File: src/rtl/byte_unstriping_pkg.sv
// Shared definitions for the byte_unstriping_n lane recombiner.
package byte_unstriping_pkg;

  localparam int unsigned LANES_DEF   = 4;
  localparam int unsigned DATA_W_DEF  = 32;
  localparam int unsigned DEPTH_DEF   = 4;
  localparam int unsigned SKEW_TO_DEF = 8;

  typedef enum logic [1:0] {
    IDLE  = 2'd0,
    ALIGN = 2'd1,
    RUN   = 2'd2,
    ERROR = 2'd3
  } state_e;

endpackage

File: src/rtl/byte_unstriping_n_lane_fifo.sv
// lane_fifo: per-lane deskew FIFO. Registered storage, no bypass path.
// A push onto a full FIFO succeeds only when a pop happens on the same edge;
// otherwise the word is dropped and overflow pulses for one cycle.
module lane_fifo
  import byte_unstriping_pkg::*;
#(
  parameter int unsigned DATA_W = DATA_W_DEF,
  parameter int unsigned DEPTH  = DEPTH_DEF
) (
  input  logic                   clk,
  input  logic                   rst_n,
  input  logic                   flush,
  input  logic                   push,
  input  logic                   pop,
  input  logic [DATA_W-1:0]      din,
  output logic [DATA_W-1:0]      dout,
  output logic                   empty,
  output logic                   full,
  output logic                   overflow,
  output logic [$clog2(DEPTH):0] count
);

  localparam int unsigned AW       = $clog2(DEPTH);
  localparam logic [AW:0] FULL_CNT = (AW+1)'(DEPTH);

  logic [DATA_W-1:0] mem_q [DEPTH];
  logic [AW-1:0]     rd_q, rd_d, wr_q, wr_d;
  logic [AW:0]       cnt_q, cnt_d;
  logic              do_push, do_pop;

  assign empty    = (cnt_q == '0);
  assign full     = (cnt_q == FULL_CNT);
  assign do_pop   = pop & ~empty & ~flush;
  assign do_push  = push & (~full | do_pop) & ~flush;
  assign overflow = push & full & ~do_pop & ~flush;
  assign dout     = mem_q[rd_q];
  assign count    = cnt_q;

  // Pointer and occupancy next-state; flush empties the FIFO
  always_comb begin
    rd_d  = rd_q;
    wr_d  = wr_q;
    cnt_d = cnt_q;
    if (flush) begin
      rd_d  = '0;
      wr_d  = '0;
      cnt_d = '0;
    end else begin
      if (do_push) wr_d = wr_q + 1'b1;
      if (do_pop)  rd_d = rd_q + 1'b1;
      cnt_d = cnt_q + (AW+1)'(do_push) - (AW+1)'(do_pop);
    end
  end

  // Occupancy state registers
  always_ff @(posedge clk or negedge rst_n) begin
    if (!rst_n) begin
      rd_q  <= '0;
      wr_q  <= '0;
      cnt_q <= '0;
    end else begin
      rd_q  <= rd_d;
      wr_q  <= wr_d;
      cnt_q <= cnt_d;
    end
  end

  // Storage write; contents need no reset since occupancy gates reads
  always_ff @(posedge clk) begin
    if (do_push) mem_q[wr_q] <= din;
  end

endmodule

File: src/rtl/byte_unstriping_n.sv
// byte_unstriping_n: recombines LANES striped lanes into one word stream in
// round-robin lane order, with per-lane deskew FIFOs and a skew timeout.
// Build macro BYTE_UNSTRIPING_STATS_EN adds the 16-bit word_count output.
module byte_unstriping_n
  import byte_unstriping_pkg::*;
#(
  parameter int unsigned LANES   = LANES_DEF,
  parameter int unsigned DATA_W  = DATA_W_DEF,
  parameter int unsigned DEPTH   = DEPTH_DEF,
  parameter int unsigned SKEW_TO = SKEW_TO_DEF
) (
  input  logic                    clk,
  input  logic                    reset,
  input  logic [LANES*DATA_W-1:0] lane_in,
  input  logic [LANES-1:0]        valid_in,
  output logic [DATA_W-1:0]       data_out,
  output logic                    valid_out,
  output logic [LANES-1:0]        err_overflow,
  output logic                    err_skew,
  output logic                    busy
`ifdef BYTE_UNSTRIPING_STATS_EN
  ,
  output logic [15:0]             word_count
`endif
);

  localparam int unsigned PW = $clog2(LANES);
  localparam int unsigned CW = $clog2(SKEW_TO) + 1;
  localparam int unsigned FW = $clog2(DEPTH) + 1;
  localparam logic [CW-1:0] TO_MAX  = CW'(SKEW_TO);
  localparam logic [FW-1:0] CNT_ONE = FW'(1);

  state_e            state_q, state_d;
  logic [PW-1:0]     ptr_q, ptr_d;
  logic [CW-1:0]     tcnt_q, tcnt_d, tcnt_inc;
  logic [DATA_W-1:0] data_q, data_d;
  logic              valid_q, valid_d;
  logic [LANES-1:0]  ovf_q, ovf_d;
  logic              skew_q, skew_d;

  logic              flush, pop_now;
  logic [LANES-1:0]  push, pop, empty, empty_after, ovf_pulse;
  // Drop reporting comes from the overflow pulse, so full is not needed here
  logic [LANES-1:0]  full_unused;
  logic [DATA_W-1:0] f_dout [LANES];
  logic [FW-1:0]     f_cnt  [LANES];

  assign flush    = (state_q == ERROR);
  assign push     = flush ? '0 : valid_in;
  assign pop_now  = (state_q == RUN) && !empty[ptr_q];
  assign tcnt_inc = (tcnt_q == TO_MAX) ? tcnt_q : tcnt_q + 1'b1;

  for (genvar k = 0; k < LANES; k++) begin : g_lane
    lane_fifo #(
      .DATA_W (DATA_W),
      .DEPTH  (DEPTH)
    ) u_fifo (
      .clk      (clk),
      .rst_n    (reset),
      .flush    (flush),
      .push     (push[k]),
      .pop      (pop[k]),
      .din      (lane_in[k*DATA_W +: DATA_W]),
      .dout     (f_dout[k]),
      .empty    (empty[k]),
      .full     (full_unused[k]),
      .overflow (ovf_pulse[k]),
      .count    (f_cnt[k])
    );
  end

  // Pop strobe for the lane addressed by the round-robin pointer
  always_comb begin
    pop = '0;
    if (pop_now) pop[ptr_q] = 1'b1;
  end

  // Lane emptiness after this edge; only meaningful when no pushes arrive
  always_comb begin
    empty_after = '0;
    for (int unsigned k = 0; k < LANES; k++)
      empty_after[k] = empty[k] | (pop[k] & (f_cnt[k] == CNT_ONE));
  end

  // FSM next state, pointer, timeout counter and output next values
  always_comb begin
    state_d = state_q;
    ptr_d   = ptr_q;
    tcnt_d  = tcnt_q;
    data_d  = data_q;
    valid_d = 1'b0;
    skew_d  = skew_q;
    ovf_d   = ovf_q | ovf_pulse;
    unique case (state_q)
      IDLE: begin
        ptr_d  = '0;
        tcnt_d = '0;
        if (|valid_in) state_d = ALIGN;
      end
      ALIGN: begin
        if (empty == '0) begin
          state_d = RUN;
          tcnt_d  = '0;
        end else begin
          tcnt_d = tcnt_inc;
          if (tcnt_inc == TO_MAX) begin
            state_d = ERROR;
            skew_d  = 1'b1;
          end
        end
      end
      RUN: begin
        if (pop_now) begin
          data_d  = f_dout[ptr_q];
          valid_d = 1'b1;
          ptr_d   = ptr_q + 1'b1;
          tcnt_d  = '0;
        end else begin
          tcnt_d = tcnt_inc;
        end
        // End of stream takes priority over a stall timeout on the same edge
        if (ptr_d == '0 && empty_after == '1 && valid_in == '0) begin
          state_d = IDLE;
          tcnt_d  = '0;
        end else if (!pop_now && tcnt_inc == TO_MAX) begin
          state_d = ERROR;
          skew_d  = 1'b1;
        end
      end
      ERROR: begin
        state_d = ERROR;
      end
    endcase
  end

  // State and output registers
  always_ff @(posedge clk or negedge reset) begin
    if (!reset) begin
      state_q <= IDLE;
      ptr_q   <= '0;
      tcnt_q  <= '0;
      data_q  <= '0;
      valid_q <= 1'b0;
      ovf_q   <= '0;
      skew_q  <= 1'b0;
    end else begin
      state_q <= state_d;
      ptr_q   <= ptr_d;
      tcnt_q  <= tcnt_d;
      data_q  <= data_d;
      valid_q <= valid_d;
      ovf_q   <= ovf_d;
      skew_q  <= skew_d;
    end
  end

  assign data_out     = data_q;
  assign valid_out    = valid_q;
  assign err_overflow = ovf_q;
  assign err_skew     = skew_q;
  assign busy         = (state_q == ALIGN) || (state_q == RUN);

`ifdef BYTE_UNSTRIPING_STATS_EN
  logic [15:0] wcnt_q;

  // Emitted-word counter, wraps naturally at 16 bits
  always_ff @(posedge clk or negedge reset) begin
    if (!reset) wcnt_q <= '0;
    else        wcnt_q <= wcnt_q + 16'(valid_d);
  end

  assign word_count = wcnt_q;
`endif

endmodule

File: config.mk
export PLATFORM = sky130hd
export DESIGN_NAME = byte_unstriping_n
export DESIGN_NICKNAME = d
export VERILOG_FILES = /design/src/rtl/byte_unstriping_pkg.sv /design/src/rtl/byte_unstriping_n_lane_fifo.sv /design/src/rtl/byte_unstriping_n.sv
export SDC_FILE = /design/constraint.sdc
export NUM_CORES = 1
export LEC_CHECK = 0
export ABC_AREA = 1
export BUFFER_PORTS_ARGS = -buffer_cell sky130_fd_sc_hd__buf_2
export CAP_MARGIN = 20
export CORE_MARGIN = 4
export CORE_UTILIZATION = 30
export DETAILED_ROUTE_END_ITERATION = 8
export HOLD_SLACK_MARGIN = 0.12
export PLACE_DENSITY = 0.54
export SETUP_SLACK_MARGIN = 0.2
export SYNTH_ARGS = -nofsm -noshare
export SYNTH_HDL_FRONTEND = slang
export SYNTH_SLANG_ARGS = --single-unit
File: constraint.sdc
create_clock -name clk -period 4 [get_ports clk]
set_input_delay 0.4 -clock clk [delete_from_list [all_inputs] [get_ports clk]]
set_output_delay 0.4 -clock clk [all_outputs]
set_load 0.02 [all_outputs]
==> summary.md, run 1 <==
| Metric | Value |
|---|---|
| Req. time, crit path | 4.52 ns |
| Die Area | 0.08369 mm² |
| Post-placement cell count | 3,088 |
| Top FF cell, synth | edfxtp_1 |
| Fmax | 341.3 MHz |
| CTS tree | built |
| Buffers inserted by post-CTS timing repair | 0 |
| Max Slew Vio Count | 0 |
| Worst setup path startpoint | state_q[0] |
| Post-synth top area share | 64.77% |
| Worst Tran Pin Value | 0.8639 ns |
| # IOs | 173 |
| First-pass GRT wire length | 100.0 mm |
| Clock latency on the worst-skew pair | 0.63 ns |
| NetSw | 6.495 mW |
| Initial DRC Count | 1,239 |
| Most common cell in the netlist | edfxtp_1 |
| Post-synth EDFFs | 512 |
| Count of input and output buffers | 172 |
| Drt pass-1 iters | 5 |
| Cells after synthesis | 1,940 |
| Worst slew margin | 42.32% |
| Maximum number of pins on one net before global-route repair | 67 |
| Drc violations | 0 |
| Switching fraction of total power | 33.91% |
| Arrival @ worst endpoint | 3.45 ns |
| Row cnt | 102 |
| Total CTS buffers | 61 |
| Critical Path End Type | flip-flop |
| Synth top area cells | edfxtp_1, dfrtp_1, nor2_1 |
| CTS hold repair buffers | 129 |
| Status | finished clean |
| Register area share after synthesis | 72.57% |
| Worst Skew | 0.03199 ns |
| Worst setup SP type | flip-flop |
| Clock Sinks | 586 |
| Yosys warns | 0 |
| Commonest cells post-synth | edfxtp_1, nor2_1, o21ai_0, nand2_1, o22ai_1 |
| RSZ-0062 raised after global routing | false |
| RR Startpoint | state_q[0] |
| Fin nets | 2,413 |
| Layout Area Growth over Synthesis | 22.94% |
| PwrDens | 656.5 mW/mm² |
| Worst setup path endpoint | g_lane[0].u_fifo.count[2] |
| Worst-path clk slew | 0.06 ns |
| Hold Violations, Final | 0 |
| Final Wtd Congestion | 0.7910 |
| Netlist cell types | 39 |
| P_leak | 10.64 nW |
| R2R Setup Slk | 1.07 ns |
| Gr usage total | 15.86% |
| RR Endpoint | g_lane[0].u_fifo.count[2] |
| Drt total wl | 68.04 mm |
| Syn_area_per_cell | 12.24 µm² |
| Fill cells | 7,451 |
| Yosys top cell by area | edfxtp_1 |
| Gr ovfl total | 0 |
| FFs w/ async S/R, synth | 12.63% |
| ANT nets after route | 0 |
| Chip Width | 289.3 µm |
| Total number of vias | 16,100 |
| Root Buffer | clkbuf_16 |
| Final worst path period need | 2.930 ns |
| Setup tns final | 0 ns |
| Internal power | 12.66 mW |
| Layout cells sized above 1 | 15.76% |
| Crit Path Class | reg -> reg |
| Comb power frac | 26.4% |
| Vias per cell | 4.824 |
| Avg WL per Cell | 20.38 µm |
| Post-CTS sizing | 0 |
| Final setup viols | 0 |
| Yosys reg bits | 586 |
| Clk pwr share | 29.4% |
| Peak supply drop | 0.0004024 V |
| Final Non-Filler Cells | 3,338 |
| Max cap viols | 0 |
| Syn nets | 2,113 |
| Die height | 289.3 µm |
| Post-DP HPWL | 44.64 mm |
| R2r worst-path depth | 13 |
| Mapped Area | 0.02374 mm² |
| Htree depth | 2 |
| Initial Util | 30.44% |
| Vias in the first global route | 15,720 |
| Initial antenna violation count | 11 |
| Hold Crit Class | in -> reg |
| Sequential power share | 44.2% |
| Placeable core area | 0.07798 mm² |
| Critical Path Fanout Max | 11 |
| Final period util | 73.26% |
| Max clock buf depth | 3 |
## layer usage
layer  GRT usage [%]  part of all wire (%)  routed length [µm]
met5               0                 0.060                  41
met4           3.774                   2.1                1406
met3           2.825                   5.9                4006
met2           26.61                    48               32850
met1           21.49                    44               29740
## layout by cell type (no fill, tap or decap), types with 4 or more instances in the layout
| cell type | count |
|---|---|
| nand2_1 | 162 |
| nand2_2 | 8 |
| nor2_4 | 6 |
| a31oi_1 | 32 |
| clkbuf_16 | 61 |
| bufinv_16 | 7 |
| dlygate4sd3_1 | 129 |
| nor2_2 | 17 |
| diode_2 | 7 |
| nor3b_1 | 5 |
| a21oi_1 | 43 |
| clkinv_2 | 7 |
| nand3_1 | 8 |
| dfrtp_2 | 5 |
| buf_4 | 44 |
| o22ai_1 | 97 |
| ha_1 | 35 |
| dfrtp_1 | 68 |
| o21ai_0 | 265 |
| fa_1 | 4 |
| edfxtp_1 | 512 |
| buf_2 | 171 |
| nand3_2 | 4 |
| nor2_1 | 379 |
| a31o_2 | 4 |
| clkinv_1 | 19 |
| clkbuf_1 | 17 |
| o21ai_1 | 72 |
| inv_1 | 63 |
| nand4_1 | 7 |
| inv_2 | 11 |
## through the flow
| step | hold WS [ns] | power (mW) | setup slack (ns) | utilization [%] | instance area [µm²] |
|---|---|---|---|---|---|
| final | 0.2835 | 19.16 | 1.070 | 37.42 | 29180 |
| after global routing | 0.2842 | 20.17 | 0.8215 | 37.41 | 29170 |
| after CTS | 0.2477 | 19.38 | 1.074 | 37.40 | 29160 |
| after detailed placement | 0.4473 | 13.63 | 1.092 | 33.19 | 25880 |
| after global placement | 0.4527 | 13.52 | 1.148 | 33.19 | 25880 |
| after floorplan | 0.1044 | 11.43 | 0.5304 | - | 23740 |
## critical path: stages (launching register included)
cell and delay (ns):
dfrtp_1 0.44, inv_1 0.11, ha_1 0.47, nand4_1 0.21, a21oi_2 0.21, nand2_1 0.11
nand2_1 0.07, nand2_1 0.18, inv_2 0.13, ha_1 0.14, inv_1 0.05, fa_1 0.40
and3_1 0.17, nor3_1 0.15
## power groups by stage
stage               clock [mW]  combinational, mW  sequential, mW
floorplan                    0               2.84            8.59
global placement             0               4.95            8.56
detailed placement           0               5.03            8.60
CTS                       5.74               5.16            8.48
global route              6.00               5.59            8.57
finish                    5.63               5.06            8.47
## logic make-up after synthesis
family                   share of synthesized area (%)
adder cells (fa/ha/maj)                          2.182
XOR/XNOR                                        0.1476
AO/OA/AOI/OAI                                    11.74
flip-flops                                       72.57
AND/OR/NAND/NOR                                  10.27
buffers and inverters                            3.089
## flip-flops by register name (all words and copies together), names as in the netlist
signal / cells
err_overflow: 4
valid_out: 1
g_lane.u_fifo.rd_q: 8
g_lane.u_fifo.count: 12
err_skew: 1
data_out: 32
g_lane.u_fifo.wr_q: 8
state_q: 2
ptr_q: 2
tcnt_q: 4
g_lane.u_fifo.mem_q: 512
## final cells by class
| type | instances | area (µm²) | area share (%) |
|---|---|---|---|
| diodes | 7 | 17.52 | 0.06003 |
| clock buffers | 80 | 1618 | 5.544 |
| clock inverters | 34 | 375.4 | 1.286 |
| inverters | 79 | 299.0 | 1.025 |
| multi-input cells | 1167 | 5837 | 20.00 |
| flip-flops and latches | 586 | 17240 | 59.07 |
| well taps | 1040 | 1301 | 4.459 |
| repair buffers | 345 | 2497 | 8.558 |
## how the worst min path moves through the flow
stage	start	to	slack, ns	depth (start not counted)
after floorplan	reset	data_out[0]	0.10	0
after global placement	err_skew	err_skew	0.45	2
after detailed placement	err_skew	err_skew	0.45	2
after CTS	valid_in[0]	err_overflow[0]	0.25	4
after global routing	valid_in[0]	err_overflow[0]	0.28	4
final	valid_in[0]	err_overflow[0]	0.28	4
No activity file was read; power rests on OpenSTA's default activity.
==> run 2, diff against run 1 <==
Settings changed: ABC_AREA 1 to 0, PLACE_DENSITY 0.54 to 0.56.
Clock period 4 ns to 2.5 ns, I/O delays scaled along.
==> run 2 against run 1 <==
The flow now finishes with violations (setup timing). Clock power up 63%. Flip-flop and latch count unchanged. Utilization up 3.3 points. Worst hold slack worse by 0.13 ns. Area after synthesis down 2.1%. Global-route usage down 0.53 points. Die area down 2.0%. Sequential power up 57%. Register-to-register slack worse by 1.3 ns. Final area up 6.4%. Maximum frequency up 7.6%. Via count down 20%. Critical path type unchanged. Largest power group unchanged. Highest routed layer unchanged.
==> summary.md, run 2 <==
| Metric | Value |
|---|---|
| Status | finished with violations |
| Failing checks | setup timing |
| Final setup margin | -0.2231 ns |
| Top FF cell, synth | edfxtp_1 |
| Worst setup path endpoint | g_lane[3].u_fifo.count[2] |
| Post-Synth XOR/XNOR Area | 0.7913% |
| First-pass GRT wire length | 92.18 mm |
| Fin nets | 1,816 |
| ANT nets after route | 0 |
| Count of input and output buffers | 172 |
| Row cnt | 101 |
| Chip Width | 286.3 µm |
| Drc violations | 0 |
| Critical Path End Type | flip-flop |
| Commonest non-fill, non-tap cell in the layout | edfxtp_1 |
| Syn nets | 1,335 |
| Worst Tran Pin Value | 0.5034 ns |
| Slowest library cell on the worst path | or3_4 |
| Max Slew Vio Count | 0 |
| Worst slew margin | 66.31% |
| Worst setup path startpoint | g_lane[2].u_fifo.count[0] |
| Commonest cells post-synth | edfxtp_1, mux4_2, nand2_1, dfrtp_1, ha_1 |
| Final worst path period need | 2.723 ns |
| Final setup viols | 330 |
| Hold Crit Class | in -> async |
| Clock Sinks | 586 |
| Final period util | 108.9% |
| Cells after synthesis | 1,162 |
| Fmax | 367.2 MHz |
| Gr ovfl total | 0 |
| Arrival @ worst endpoint | 3.20 ns |
| Area share of fa/ha/maj cells after synthesis | 2.229% |
| Die Area | 0.08199 mm² |
| # IOs | 173 |
| Max clock buf depth | 3 |
| Yosys warns | 0 |
| RSZ-0062 raised after global routing | true |
| Crit-path cells | or3_4, a22o_4, o21ai_4, nor2_2, and3_4, ha_4, inv_2, ha_4, inv_2, fa_2, xor2_1, xnor2_1, nor2_1 |
| Mux cell area share after synthesis | 15.55% |
| Gr usage total | 15.34% |
| Netlist cell types | 54 |
| Vias in the first global route | 13,690 |
| Yosys reg bits | 586 |
| PwrDens | 1088 mW/mm² |
| Vias per cell | 4.696 |
| Drt total wl | 64.97 mm |
| Root Buffer | clkbuf_16 |
| Dpl ws | -0.2700 ns |
| Initial Util | 30.45% |
| Layout Area Growth over Synthesis | 33.58% |
| Avg WL per Cell | 23.78 µm |
| Number of flip-flops in the largest register | 512 |
| Layout cells sized above 1 | 38.83% |
| Post-DP HPWL | 42.89 mm |
| Most frequent cells in the layout | edfxtp_1, buf_2, mux4_2 |
| Post-synthesis simple-gate area fraction | 4.420% |
| Final Wtd Congestion | 0.8440 |
| Initial antenna violation count | 8 |
| Largest family of logic cells by synthesized area | multiplexers |
| Max cap viols | 0 |
| Register area share after synthesis | 74.12% |
| Clock latency on the worst-skew pair | 0.60 ns |
| Hold Violations, Final | 0 |
| Slowest cell delay on critical path | 0.41 ns |
| RR Startpoint | g_lane[2].u_fifo.count[0] |
| Post-synth EDFFs | 512 |
| Worst Skew | 0.02831 ns |
| Die height | 286.3 µm |
| Crit Path Class | reg -> reg |
| Maximum number of pins on one net before global-route repair | 56 |
| Syn_area_per_cell | 20.00 µm² |
| RR Endpoint | g_lane[3].u_fifo.count[2] |
| Initial DRC Count | 1,065 |
| Mapped Area | 0.02324 mm² |
| Worst-path clk slew | 0.06 ns |
| Total number of vias | 12,830 |
| Htree depth | 3 |
| Buf/Inv on CP | 2 |
| Largest Register | g_lane.u_fifo.mem_q |
| R2R Setup Slk | -0.22 ns |
| Setup tns final | -42.37 ns |
| Worst setup SP type | flip-flop |
| Req. time, crit path | 2.98 ns |
| Crit path max-delay family | simple AND/OR/NAND/NOR gates |
| Total CTS buffers | 66 |
| Most common cell in the netlist | edfxtp_1 |
| Crit path depth | 13 |
| Synth Area in Compound Gates | 1.491% |
| Synth top area cells | edfxtp_1, mux4_2, dfrtp_1 |
| Drt pass-1 iters | 5 |
| CTS tree | built |
| R2r worst-path depth | 13 |
| P_leak | 10.96 nW |
| Post-synth top area share | 66.15% |
| Yosys top cell by area | edfxtp_1 |
| Peak supply drop | 0.0007609 V |
| Placeable core area | 0.07633 mm² |
| FFs w/ async S/R, synth | 12.63% |
| Critical Path Fanout Max | 3 |
[run 2: worst min-delay path by stage]
stage	from	to	slack, ns	depth (start not counted)
finish	reset	data_out[12]	0.16	2
global route	valid_in[1]	err_overflow[1]	0.16	4
CTS	valid_in[1]	err_overflow[1]	0.13	4
detailed placement	reset	data_out[12]	0.24	1
global placement	reset	data_out[12]	0.24	1
floorplan	reset	data_out[0]	-0.05	0
[run 2: through the flow]
step / power [mW] / hold WS (ns) / cells / util (%) / area (µm²)
floorplan: 19.04 / -0.04559 / 1162 / - / 23340
global placement: 23.25 / 0.2368 / 2424 / 34.89 / 26630
detailed placement: 23.44 / 0.2403 / 2424 / 34.89 / 26630
CTS: 33.33 / 0.1286 / 2697 / 39.75 / 30340
global route: 35.45 / 0.1650 / 2729 / 40.67 / 31040
finish: 33.79 / 0.1566 / 2732 / 40.68 / 31050
[run 2: power by group]
group | switching [mW] | total (mW) | leakage [nW] | internal [mW]
logic | 5.99 | 11.3 | 4.37 | 5.34
clock network | 3.93 | 9.16 | 1.02 | 5.23
registers | 0.624 | 13.3 | 5.58 | 12.7
[run 2: area by class of cell]
class / instances / area, µm²
Tap cell: 1030 / 1289
Sequential cell: 586 / 17250
Clock buffer: 94 / 1847
Timing Repair Buffer: 461 / 4250
Fill cell: 6880 / 45280
Antenna cell: 5 / 12.51
Multi-Input combinational cell: 496 / 6045
Clock inverter: 28 / 232.7
Inverter: 32 / 123.9
[run 2: metal layers]
metal / share of wire (%) / GRT usage (%)
met1: 42 / 20.45
met2: 51 / 26.16
met3: 4.8 / 2.685
met4: 2.2 / 3.949
met5: 0.086 / 0
[run 2: cells by family (layout without fill, tap and decap cells)]
| family | after synthesis | count (layout) |
|---|---|---|
| xor+xnor | 21 | 21 |
| other cells | 0 | 5 |
| fa+ha+maj | 39 | 39 |
| flops | 586 | 586 |
| mux | 161 | 161 |
| buf+inv | 83 | 615 |
| simple gates | 224 | 227 |
| compound gates | 48 | 48 |
[run 2: repair_timing]
item | 4_1_cts | 5_1_grt
gates cloned | 3 | 11
setup endpoints to repair | 562 | 557
buffers inserted | 16 | 19
resized for setup | 10 | 52
hold buffers | 132 | 0
hold endpoints to repair | 590 | 0
pin swaps | 12 | 16
